--- src/rtl/mips_ctrl_pkg.sv ---
// Shared encodings for the ID-stage control slice: opcodes, functs, ALUOp,
// RegDst/PCSrc codes, the ID/EX control bundle and the sequencer states.
package mips_ctrl_pkg;

  localparam logic [5:0] OP_RTYPE = 6'b000000;
  localparam logic [5:0] OP_J     = 6'b000010;
  localparam logic [5:0] OP_JAL   = 6'b000011;
  localparam logic [5:0] OP_BEQ   = 6'b000100;
  localparam logic [5:0] OP_BNE   = 6'b000101;
  localparam logic [5:0] OP_ADDI  = 6'b001000;
  localparam logic [5:0] OP_SLTI  = 6'b001010;
  localparam logic [5:0] OP_ANDI  = 6'b001100;
  localparam logic [5:0] OP_ORI   = 6'b001101;
  localparam logic [5:0] OP_LW    = 6'b100011;
  localparam logic [5:0] OP_SW    = 6'b101011;

  localparam logic [5:0] FN_ADD  = 6'b100000;
  localparam logic [5:0] FN_SUB  = 6'b100010;
  localparam logic [5:0] FN_AND  = 6'b100100;
  localparam logic [5:0] FN_OR   = 6'b100101;
  localparam logic [5:0] FN_SLT  = 6'b101010;
  localparam logic [5:0] FN_MULT = 6'b011000;

  localparam logic [3:0] ALU_ADD = 4'b0000;
  localparam logic [3:0] ALU_SUB = 4'b0001;
  localparam logic [3:0] ALU_AND = 4'b0010;
  localparam logic [3:0] ALU_OR  = 4'b0011;
  localparam logic [3:0] ALU_SLT = 4'b0100;
  localparam logic [3:0] ALU_MUL = 4'b0101;

  typedef enum logic [1:0] {
    RD_RT = 2'b00,
    RD_RD = 2'b01,
    RD_RA = 2'b10
  } regdst_e;

  typedef enum logic [1:0] {
    PC_SEQ = 2'b00,
    PC_BR  = 2'b01,
    PC_JMP = 2'b10
  } pcsrc_e;

  typedef struct packed {
    regdst_e    reg_dst;
    logic       reg_write;
    logic       alu_src;
    logic       mem_read;
    logic       mem_write;
    logic       mem_to_reg;
    logic       link;
    logic       mul_start;
    logic [3:0] alu_op;
  } ctrl_bundle_t;

  localparam ctrl_bundle_t CTRL_NOP = '0;

  typedef enum logic {
    RUN      = 1'b0,
    MUL_BUSY = 1'b1
  } state_e;

endpackage

--- src/rtl/mips_main_decoder.sv ---
// Main decoder: purely combinational Inst -> control bundle, zero latency.
// Unknown opcode/funct yields the NOP bundle and raises illegal.
module mips_main_decoder
  import mips_ctrl_pkg::*;
(
  input  logic [31:0]  Inst,
  output ctrl_bundle_t ctrl,
  output logic         illegal
);

  logic [5:0] opcode;
  logic [5:0] funct;
  logic       unused_fields;

  assign opcode        = Inst[31:26];
  assign funct         = Inst[5:0];
  assign unused_fields = ^Inst[25:6];

  always_comb begin
    ctrl    = CTRL_NOP;
    illegal = 1'b0;
    case (opcode)
      OP_RTYPE: begin
        case (funct)
          FN_ADD: begin ctrl.reg_dst = RD_RD; ctrl.reg_write = 1'b1; ctrl.alu_op = ALU_ADD; end
          FN_SUB: begin ctrl.reg_dst = RD_RD; ctrl.reg_write = 1'b1; ctrl.alu_op = ALU_SUB; end
          FN_AND: begin ctrl.reg_dst = RD_RD; ctrl.reg_write = 1'b1; ctrl.alu_op = ALU_AND; end
          FN_OR:  begin ctrl.reg_dst = RD_RD; ctrl.reg_write = 1'b1; ctrl.alu_op = ALU_OR;  end
          FN_SLT: begin ctrl.reg_dst = RD_RD; ctrl.reg_write = 1'b1; ctrl.alu_op = ALU_SLT; end
          FN_MULT: begin
            ctrl.mul_start = 1'b1;
            ctrl.alu_op    = ALU_MUL;
          end
          default: illegal = 1'b1;
        endcase
      end
      OP_LW: begin
        ctrl.reg_write  = 1'b1;
        ctrl.alu_src    = 1'b1;
        ctrl.mem_read   = 1'b1;
        ctrl.mem_to_reg = 1'b1;
      end
      OP_SW: begin
        ctrl.alu_src   = 1'b1;
        ctrl.mem_write = 1'b1;
      end
      OP_ADDI: begin ctrl.reg_write = 1'b1; ctrl.alu_src = 1'b1; ctrl.alu_op = ALU_ADD; end
      OP_ANDI: begin ctrl.reg_write = 1'b1; ctrl.alu_src = 1'b1; ctrl.alu_op = ALU_AND; end
      OP_ORI:  begin ctrl.reg_write = 1'b1; ctrl.alu_src = 1'b1; ctrl.alu_op = ALU_OR;  end
      OP_SLTI: begin ctrl.reg_write = 1'b1; ctrl.alu_src = 1'b1; ctrl.alu_op = ALU_SLT; end
      OP_BEQ, OP_BNE, OP_J: ;
      OP_JAL: begin
        ctrl.reg_write = 1'b1;
        ctrl.reg_dst   = RD_RA;
        ctrl.link      = 1'b1;
      end
      default: illegal = 1'b1;
    endcase
  end

endmodule

--- src/rtl/mips_pipe_ctrl.sv ---
// ID-stage control: hazard detection, branch/jump resolution, multiply stall sequencer
// and the control half of ID/EX. EX-bound control is registered (1 cycle); PC/IF enables are combinational.
module mips_pipe_ctrl
  import mips_ctrl_pkg::*;
#(
  parameter int REG_AW  = 5,
  parameter int ALUOP_W = 4,
  parameter int MUL_LAT = 4
) (
  input  logic               clk,
  input  logic               rst,
  input  logic [31:0]        Inst,
  input  logic               SelCtrl,
  input  logic               equal,
  input  logic               ex_RegWrite,
  input  logic               ex_MemRead,
  input  logic [REG_AW-1:0]  ex_WriteReg,
  input  logic               mem_MemRead,
  input  logic [REG_AW-1:0]  mem_WriteReg,
  output logic               PCWrite,
  output logic               IFIDWrite,
  output logic               IFflush,
  output logic [1:0]         PCSrc,
  output logic [1:0]         RegDst,
  output logic               RegWrite,
  output logic               ALUSrc,
  output logic               MemRead,
  output logic               MemWrite,
  output logic               MemToReg,
  output logic               Link,
  output logic               MulStart,
  output logic [ALUOP_W-1:0] ALUOp,
  output logic               Busy,
  output logic               Illegal
);

  localparam int CNT_W = (MUL_LAT > 2) ? $clog2(MUL_LAT - 1) : 1;
  localparam logic [CNT_W-1:0] CNT_INIT = (MUL_LAT > 1) ? CNT_W'(MUL_LAT - 2) : '0;

  ctrl_bundle_t     dec_ctrl;
  logic             dec_illegal;
  ctrl_bundle_t     idex_q;
  state_e           state_q, state_d;
  logic [CNT_W-1:0] cnt_q, cnt_d;
  pcsrc_e           pc_src;

  logic [5:0]        opcode;
  logic [REG_AW-1:0] rs, rt;
  logic is_beq, is_bne, is_br, is_jmp, rt_src;
  logic ex_hit, mem_hit, load_use, br_haz, hazard, taken, bubble;

  mips_main_decoder u_dec (
    .Inst    (Inst),
    .ctrl    (dec_ctrl),
    .illegal (dec_illegal)
  );

  assign opcode = Inst[31:26];
  assign rs     = REG_AW'(Inst[25:21]);
  assign rt     = REG_AW'(Inst[20:16]);
  assign is_beq = (opcode == OP_BEQ);
  assign is_bne = (opcode == OP_BNE);
  assign is_br  = is_beq | is_bne;
  assign is_jmp = (opcode == OP_J) | (opcode == OP_JAL);
  // rt is a read operand only for R-type, branches and stores
  assign rt_src = (opcode == OP_RTYPE) | is_br | (opcode == OP_SW);

  assign ex_hit  = (ex_WriteReg != '0) &&
                   ((ex_WriteReg == rs) || (rt_src && (ex_WriteReg == rt)));
  assign mem_hit = (mem_WriteReg != '0) &&
                   ((mem_WriteReg == rs) || (rt_src && (mem_WriteReg == rt)));

  assign load_use = ex_MemRead & ex_hit;
  assign br_haz   = is_br & ((ex_RegWrite & ex_hit) | (mem_MemRead & mem_hit));
  assign hazard   = load_use | br_haz;
  assign taken    = (is_beq & equal) | (is_bne & ~equal);
  assign bubble   = ~SelCtrl | hazard | (state_q == MUL_BUSY);

  always_comb begin
    state_d   = state_q;
    cnt_d     = cnt_q;
    PCWrite   = 1'b0;
    IFIDWrite = 1'b0;
    IFflush   = 1'b0;
    pc_src    = PC_SEQ;
    case (state_q)
      RUN: begin
        PCWrite   = ~hazard;
        IFIDWrite = ~hazard;
        if (!hazard && SelCtrl) begin
          if (taken) begin
            pc_src  = PC_BR;
            IFflush = 1'b1;
          end else if (is_jmp) begin
            pc_src  = PC_JMP;
            IFflush = 1'b1;
          end
          // The issue cycle advances normally; the stall starts the cycle after
          if (dec_ctrl.mul_start && (MUL_LAT > 1)) begin
            state_d = MUL_BUSY;
            cnt_d   = CNT_INIT;
          end
        end
      end
      MUL_BUSY: begin
        if (cnt_q == '0) state_d = RUN;
        else             cnt_d   = cnt_q - CNT_W'(1);
      end
      default: state_d = RUN;
    endcase
  end

  always_ff @(posedge clk or negedge rst) begin
    if (!rst) begin
      state_q <= RUN;
      cnt_q   <= '0;
      idex_q  <= CTRL_NOP;
      Illegal <= 1'b0;
    end else begin
      state_q <= state_d;
      cnt_q   <= cnt_d;
      idex_q  <= bubble ? CTRL_NOP : dec_ctrl;
      if (dec_illegal && SelCtrl && (state_q == RUN)) Illegal <= 1'b1;
    end
  end

  assign PCSrc    = pc_src;
  assign RegDst   = idex_q.reg_dst;
  assign RegWrite = idex_q.reg_write;
  assign ALUSrc   = idex_q.alu_src;
  assign MemRead  = idex_q.mem_read;
  assign MemWrite = idex_q.mem_write;
  assign MemToReg = idex_q.mem_to_reg;
  assign Link     = idex_q.link;
  assign MulStart = idex_q.mul_start;
  assign ALUOp    = ALUOP_W'(idex_q.alu_op);
  assign Busy     = (state_q == MUL_BUSY);

endmodule
--- config.mk ---
export PLATFORM = sky130hd
export DESIGN_NAME = mips_pipe_ctrl
export DESIGN_NICKNAME = d
export VERILOG_FILES = /design/src/rtl/mips_ctrl_pkg.sv /design/src/rtl/mips_main_decoder.sv /design/src/rtl/mips_pipe_ctrl.sv
export SDC_FILE = /design/constraint.sdc
export NUM_CORES = 1
export LEC_CHECK = 0
export CAP_MARGIN = 10
export CORE_ASPECT_RATIO = 1.1
export CORE_MARGIN = 10
export CORE_UTILIZATION = 34
export CTS_CLUSTER_SIZE = 8
export DETAILED_ROUTE_END_ITERATION = 16
export PLACE_DENSITY = 0.76
export REMOVE_ABC_BUFFERS = 1
export SYNTH_ARGS = -nofsm -noshare
export SYNTH_HDL_FRONTEND = slang
export SYNTH_SLANG_ARGS = --single-unit
--- constraint.sdc ---
create_clock -name clk -period 2.6 [get_ports clk]
set_input_delay 0.52 -clock clk [delete_from_list [all_inputs] [get_ports clk]]
set_output_delay 0.52 -clock clk [all_outputs]
set_load 0.01 [all_outputs]
==> flow_summary.rst <==
.. list-table::
   :header-rows: 1

   * - Metric
     - Value
   * - Count of routing violations after the opening detailed-route iteration
     - 105
   * - Area added between synthesis and finish
     - 84.4%
   * - Post-DP HPWL
     - 3500 µm
   * - Slew @ Worst Pin
     - 0.643 ns
   * - Critical Path Start Type
     - input pin
   * - Number of vias after detailed routing
     - 1,364
   * - Final worst path period need
     - 2.59 ns
   * - Area fraction of the dominant cell type after synthesis
     - 31.6%
   * - Avg Cell Area, Syn
     - 8.87 µm²
   * - Critical-path maximum fanout
     - 7
   * - Post-cts hold buffer count
     - 0
   * - Ant diodes
     - 0
   * - FF-to-FF End
     - MemRead$_DFF_PN0_
   * - Clk_lat worst skew
     - 0.28 ns
   * - Number of hold violations in the final report
     - 0
   * - Mean number of vias per cell
     - 5.01
   * - Worst-case hold slack
     - 0.501 ns
   * - Register-to-Register Setup Slack
     - 0.73 ns
   * - Destination of the critical timing path
     - PCSrc[1]
   * - Number of antenna violations at the first check in global routing
     - 0
   * - Overall global routing resource usage
     - 12.4%
   * - Largest area contributor in the netlist
     - dfrtp_1
   * - Maximum count of clock buffers along a single path
     - 2
   * - # placed instances
     - 265
   * - WP data required
     - 2.08 ns
   * - Drt first pass iters
     - 4
   * - Number of I/O port buffers
     - 57
   * - Clock net sink count
     - 15
   * - Routability cong.
     - 0.854
   * - Setup CP Type
     - input pin to primary output
   * - Proportion of synthesized chip area in sequential cells
     - 31.6%
   * - Num ports
     - 69
   * - Number of clock buffers inserted by TritonCTS
     - 3
   * - Peak supply drop
     - 0.115 mV
   * - TritonCTS clock tree
     - built
   * - Maximum number of pins on one net before global-route repair
     - 16
   * - Area of the die
     - 6260 µm²
   * - Endpoints failing setup
     - 0
   * - Cell area after layout
     - 2190 µm²
   * - Final clock period utilization by the worst path
     - 99.7%
   * - Number of nets with antenna violations after detailed routing
     - 0
   * - Clock Pin Slew Worst Setup and Hold Paths
     - 0.08 ns
   * - Total Wirelength
     - 4220 µm
   * - Critical path capture point type
     - primary output
   * - Number of slew-limit violations in the final report
     - 0
   * - P per Cell Area
     - 261 nW/µm²
   * - Yosys warning count
     - 0
   * - Unique masters post-synth
     - 44
   * - Wire length of the first global-routing pass
     - 6510 µm
   * - Mapped Area
     - 1190 µm²
   * - Remaining max-slew budget at the tightest pin
     - 57.0%
   * - Final cell count without fillers
     - 272
   * - Arrival time reported for the critical path endpoint
     - 2.07 ns
   * - Outcome
     - complete, no violations
   * - Routed wirelength normalized by instance count
     - 15.5 µm
   * - Horizontal die dimension
     - 76.4 µm
   * - Std cell rows
     - 22
   * - Total congestion overflow
     - 0
   * - Post-synth EDFFs
     - 0
   * - Post-Syn Instances
     - 134
   * - Leakage Power
     - 0.919 nW
   * - Starting utilization of the core area
     - 35.4%
   * - Startpoint of the worst setup timing path
     - Inst[29]
   * - Die Y
     - 82.0 µm
   * - Cells on worst reg2reg path
     - 4
   * - RSZ-0062 raised after global routing
     - true
   * - Total of max-cap violations
     - 0
   * - Layout cell share with drive strength beyond 1
     - 39.3%
   * - Placed inst area
     - 2020 µm²
   * - Synth top area cells
     - dfrtp_1, xnor2_1, xor2_1
   * - Clock Skew
     - 0.00822 ns
   * - Maximum achievable frequency
     - 386 MHz
   * - Sum Neg Setup Slack
     - 0 ns
   * - DRC Markers
     - 0
   * - Root Buffer
     - clkbuf_4
   * - Number of register bits inferred by synthesis
     - 15
   * - Via count of the first global-routing pass
     - 1,483
   * - Net count reported at finish
     - 275
   * - H-tree levels
     - 1
   * - Tightest Hold Check Type
     - flop to flop
   * - Startpoint of the worst-slack reg-to-reg timing path
     - Busy$_DFF_PN0_
   * - Total core area
     - 3360 µm²
   * - Dominant synthesized flop cell
     - dfrtp_1
   * - Share of async-settable or async-resettable flops after synthesis
     - 100%
==> cells in the mapped netlist, types with 2 or more instances <==
| cell | count |
|---|---|
| a211oi_1 | 2 |
| a21oi_1 | 6 |
| buf_2 | 2 |
| buf_4 | 3 |
| clkbuf_1 | 2 |
| dfrtp_1 | 15 |
| inv_1 | 5 |
| nand2_1 | 5 |
| nand2b_1 | 5 |
| nand3_1 | 6 |
| nand4_1 | 3 |
| nor2_1 | 8 |
| nor3_1 | 10 |
| nor3b_1 | 2 |
| nor4_1 | 7 |
| nor4b_1 | 2 |
| o21ai_2 | 2 |
| or3_1 | 2 |
| or4_1 | 2 |
| xnor2_1 | 11 |
| xor2_1 | 11 |
==> registers in the layout, indices dropped and copies added, names as in the netlist <==
register  flops
ALUOp         3
ALUSrc        1
Busy          1
Illegal       1
Link          1
MemRead       1
MemWrite      1
MulStart      1
RegDst        2
RegWrite      1
cnt_q         2
==> worst max-delay path, cell delays in order <==
cell,delay [ns]
buf_4,0.14
nor3_4,0.16
a2bb2oi_2,0.08
or4_4,0.53
a211oi_4,0.26
buf_6,0.17
nor4b_4,0.05
buf_2,0.16
==> kinds of logic (layout without fill, tap and decap cells) <==
logic type | after synthesis | count (layout) | share of synthesized area (%)
adders and majority gates | 1 | 1 | 1.05
and+or+nand+nor | 61 | 61 | 30.2
AOI/OAI and AO/OA | 21 | 21 | 14.7
xor gates and xnor gates | 22 | 22 | 16.2
other | 1 | 1 | 0.315
buffers and inverters | 13 | 103 | 5.89
DFF | 15 | 15 | 31.6
==> report_power, final <==
group          switching (W)  leakage (nW)  internal [W]
clock              0.0000682        0.0150     0.0000595
sequential       0.000000476         0.204      0.000235
combinational      0.0000935         0.700      0.000116
total               0.000162         0.919      0.000410
==> through the flow <==
stage | setup slack [ns] | util, % | total power [W]
2_1_floorplan | -0.187 | - | 0.000296
3_3_place_gp | -0.778 | 60.2 | 0.000422
3_5_place_dp | -0.852 | 60.2 | 0.000429
4_1_cts | 0.00299 | 63.0 | 0.000553
5_1_grt | -0.0527 | 65.3 | 0.000600
6_report | 0.00717 | 65.3 | 0.000572
==> per-layer routing <==
metal	vias up	track usage [%]	wire length [µm]
met2	50	24.5	2270
met5	-	0	0
met3	10	1.86	213
li1	667	-	-
met1	637	12.7	1610
met4	0	5.58	117
==> what timing repair did <==
action | CTS | global route
gates resized for setup | 101 | 41
buffers inserted | 4 | 0
pin swaps | 17 | 14
endpoints found under the setup margin | 5 | 5
hold endpoints to repair | 0 | 0
==> worst min-delay path by stage <==
stage	from	endpoint	slack (ns)	cells past startpoint
3_3_place_gp	Illegal$_DFFE_PN0P_	Illegal$_DFFE_PN0P_	0.47	1
4_1_cts	Illegal$_DFFE_PN0P_	Illegal$_DFFE_PN0P_	0.49	1
2_1_floorplan	rst	ALUOp[0]$_DFF_PN0_	0.22	0
6_report	cnt_q[1]$_DFFE_PN0P_	cnt_q[1]$_DFFE_PN0P_	0.50	2
5_1_grt	cnt_q[1]$_DFFE_PN0P_	cnt_q[1]$_DFFE_PN0P_	0.53	2
3_5_place_dp	Illegal$_DFFE_PN0P_	Illegal$_DFFE_PN0P_	0.48	1
==> cell usage in the layout (no fill, tap or decap), types with 2 or more instances in the layout <==
cell,Yosys,final
nor4_1,7,5
nor2_1,8,7
xor2_1,11,11
nand2b_1,5,4
buf_6,1,9
nor3_1,10,6
xnor2_1,11,7
clkdlybuf4s15_2,0,2
nor3b_1,2,2
nand2_1,5,5
xnor2_2,0,3
or4_4,1,3
clkbuf_2,0,4
o21ai_2,2,2
nand3_1,6,6
clkbuf_4,0,3
a21oi_1,6,6
a211oi_4,1,2
dfrtp_1,15,15
buf_4,3,36
nor3_2,0,3
buf_2,2,7
or3_1,2,2
nand4_1,3,3
clkdlybuf4s50_1,0,27
dlygate4sd2_1,0,8
inv_1,5,5
==> final cells by class <==
type / count / area, µm²
repair buffers: 94 / 805
well taps: 48 / 60.1
multi-input cells: 106 / 907
fillers: 307 / 1170
inverters: 5 / 18.8
flip-flops and latches: 15 / 375
clock buffers: 4 / 26.3
(Power assumes the default switching activity.)
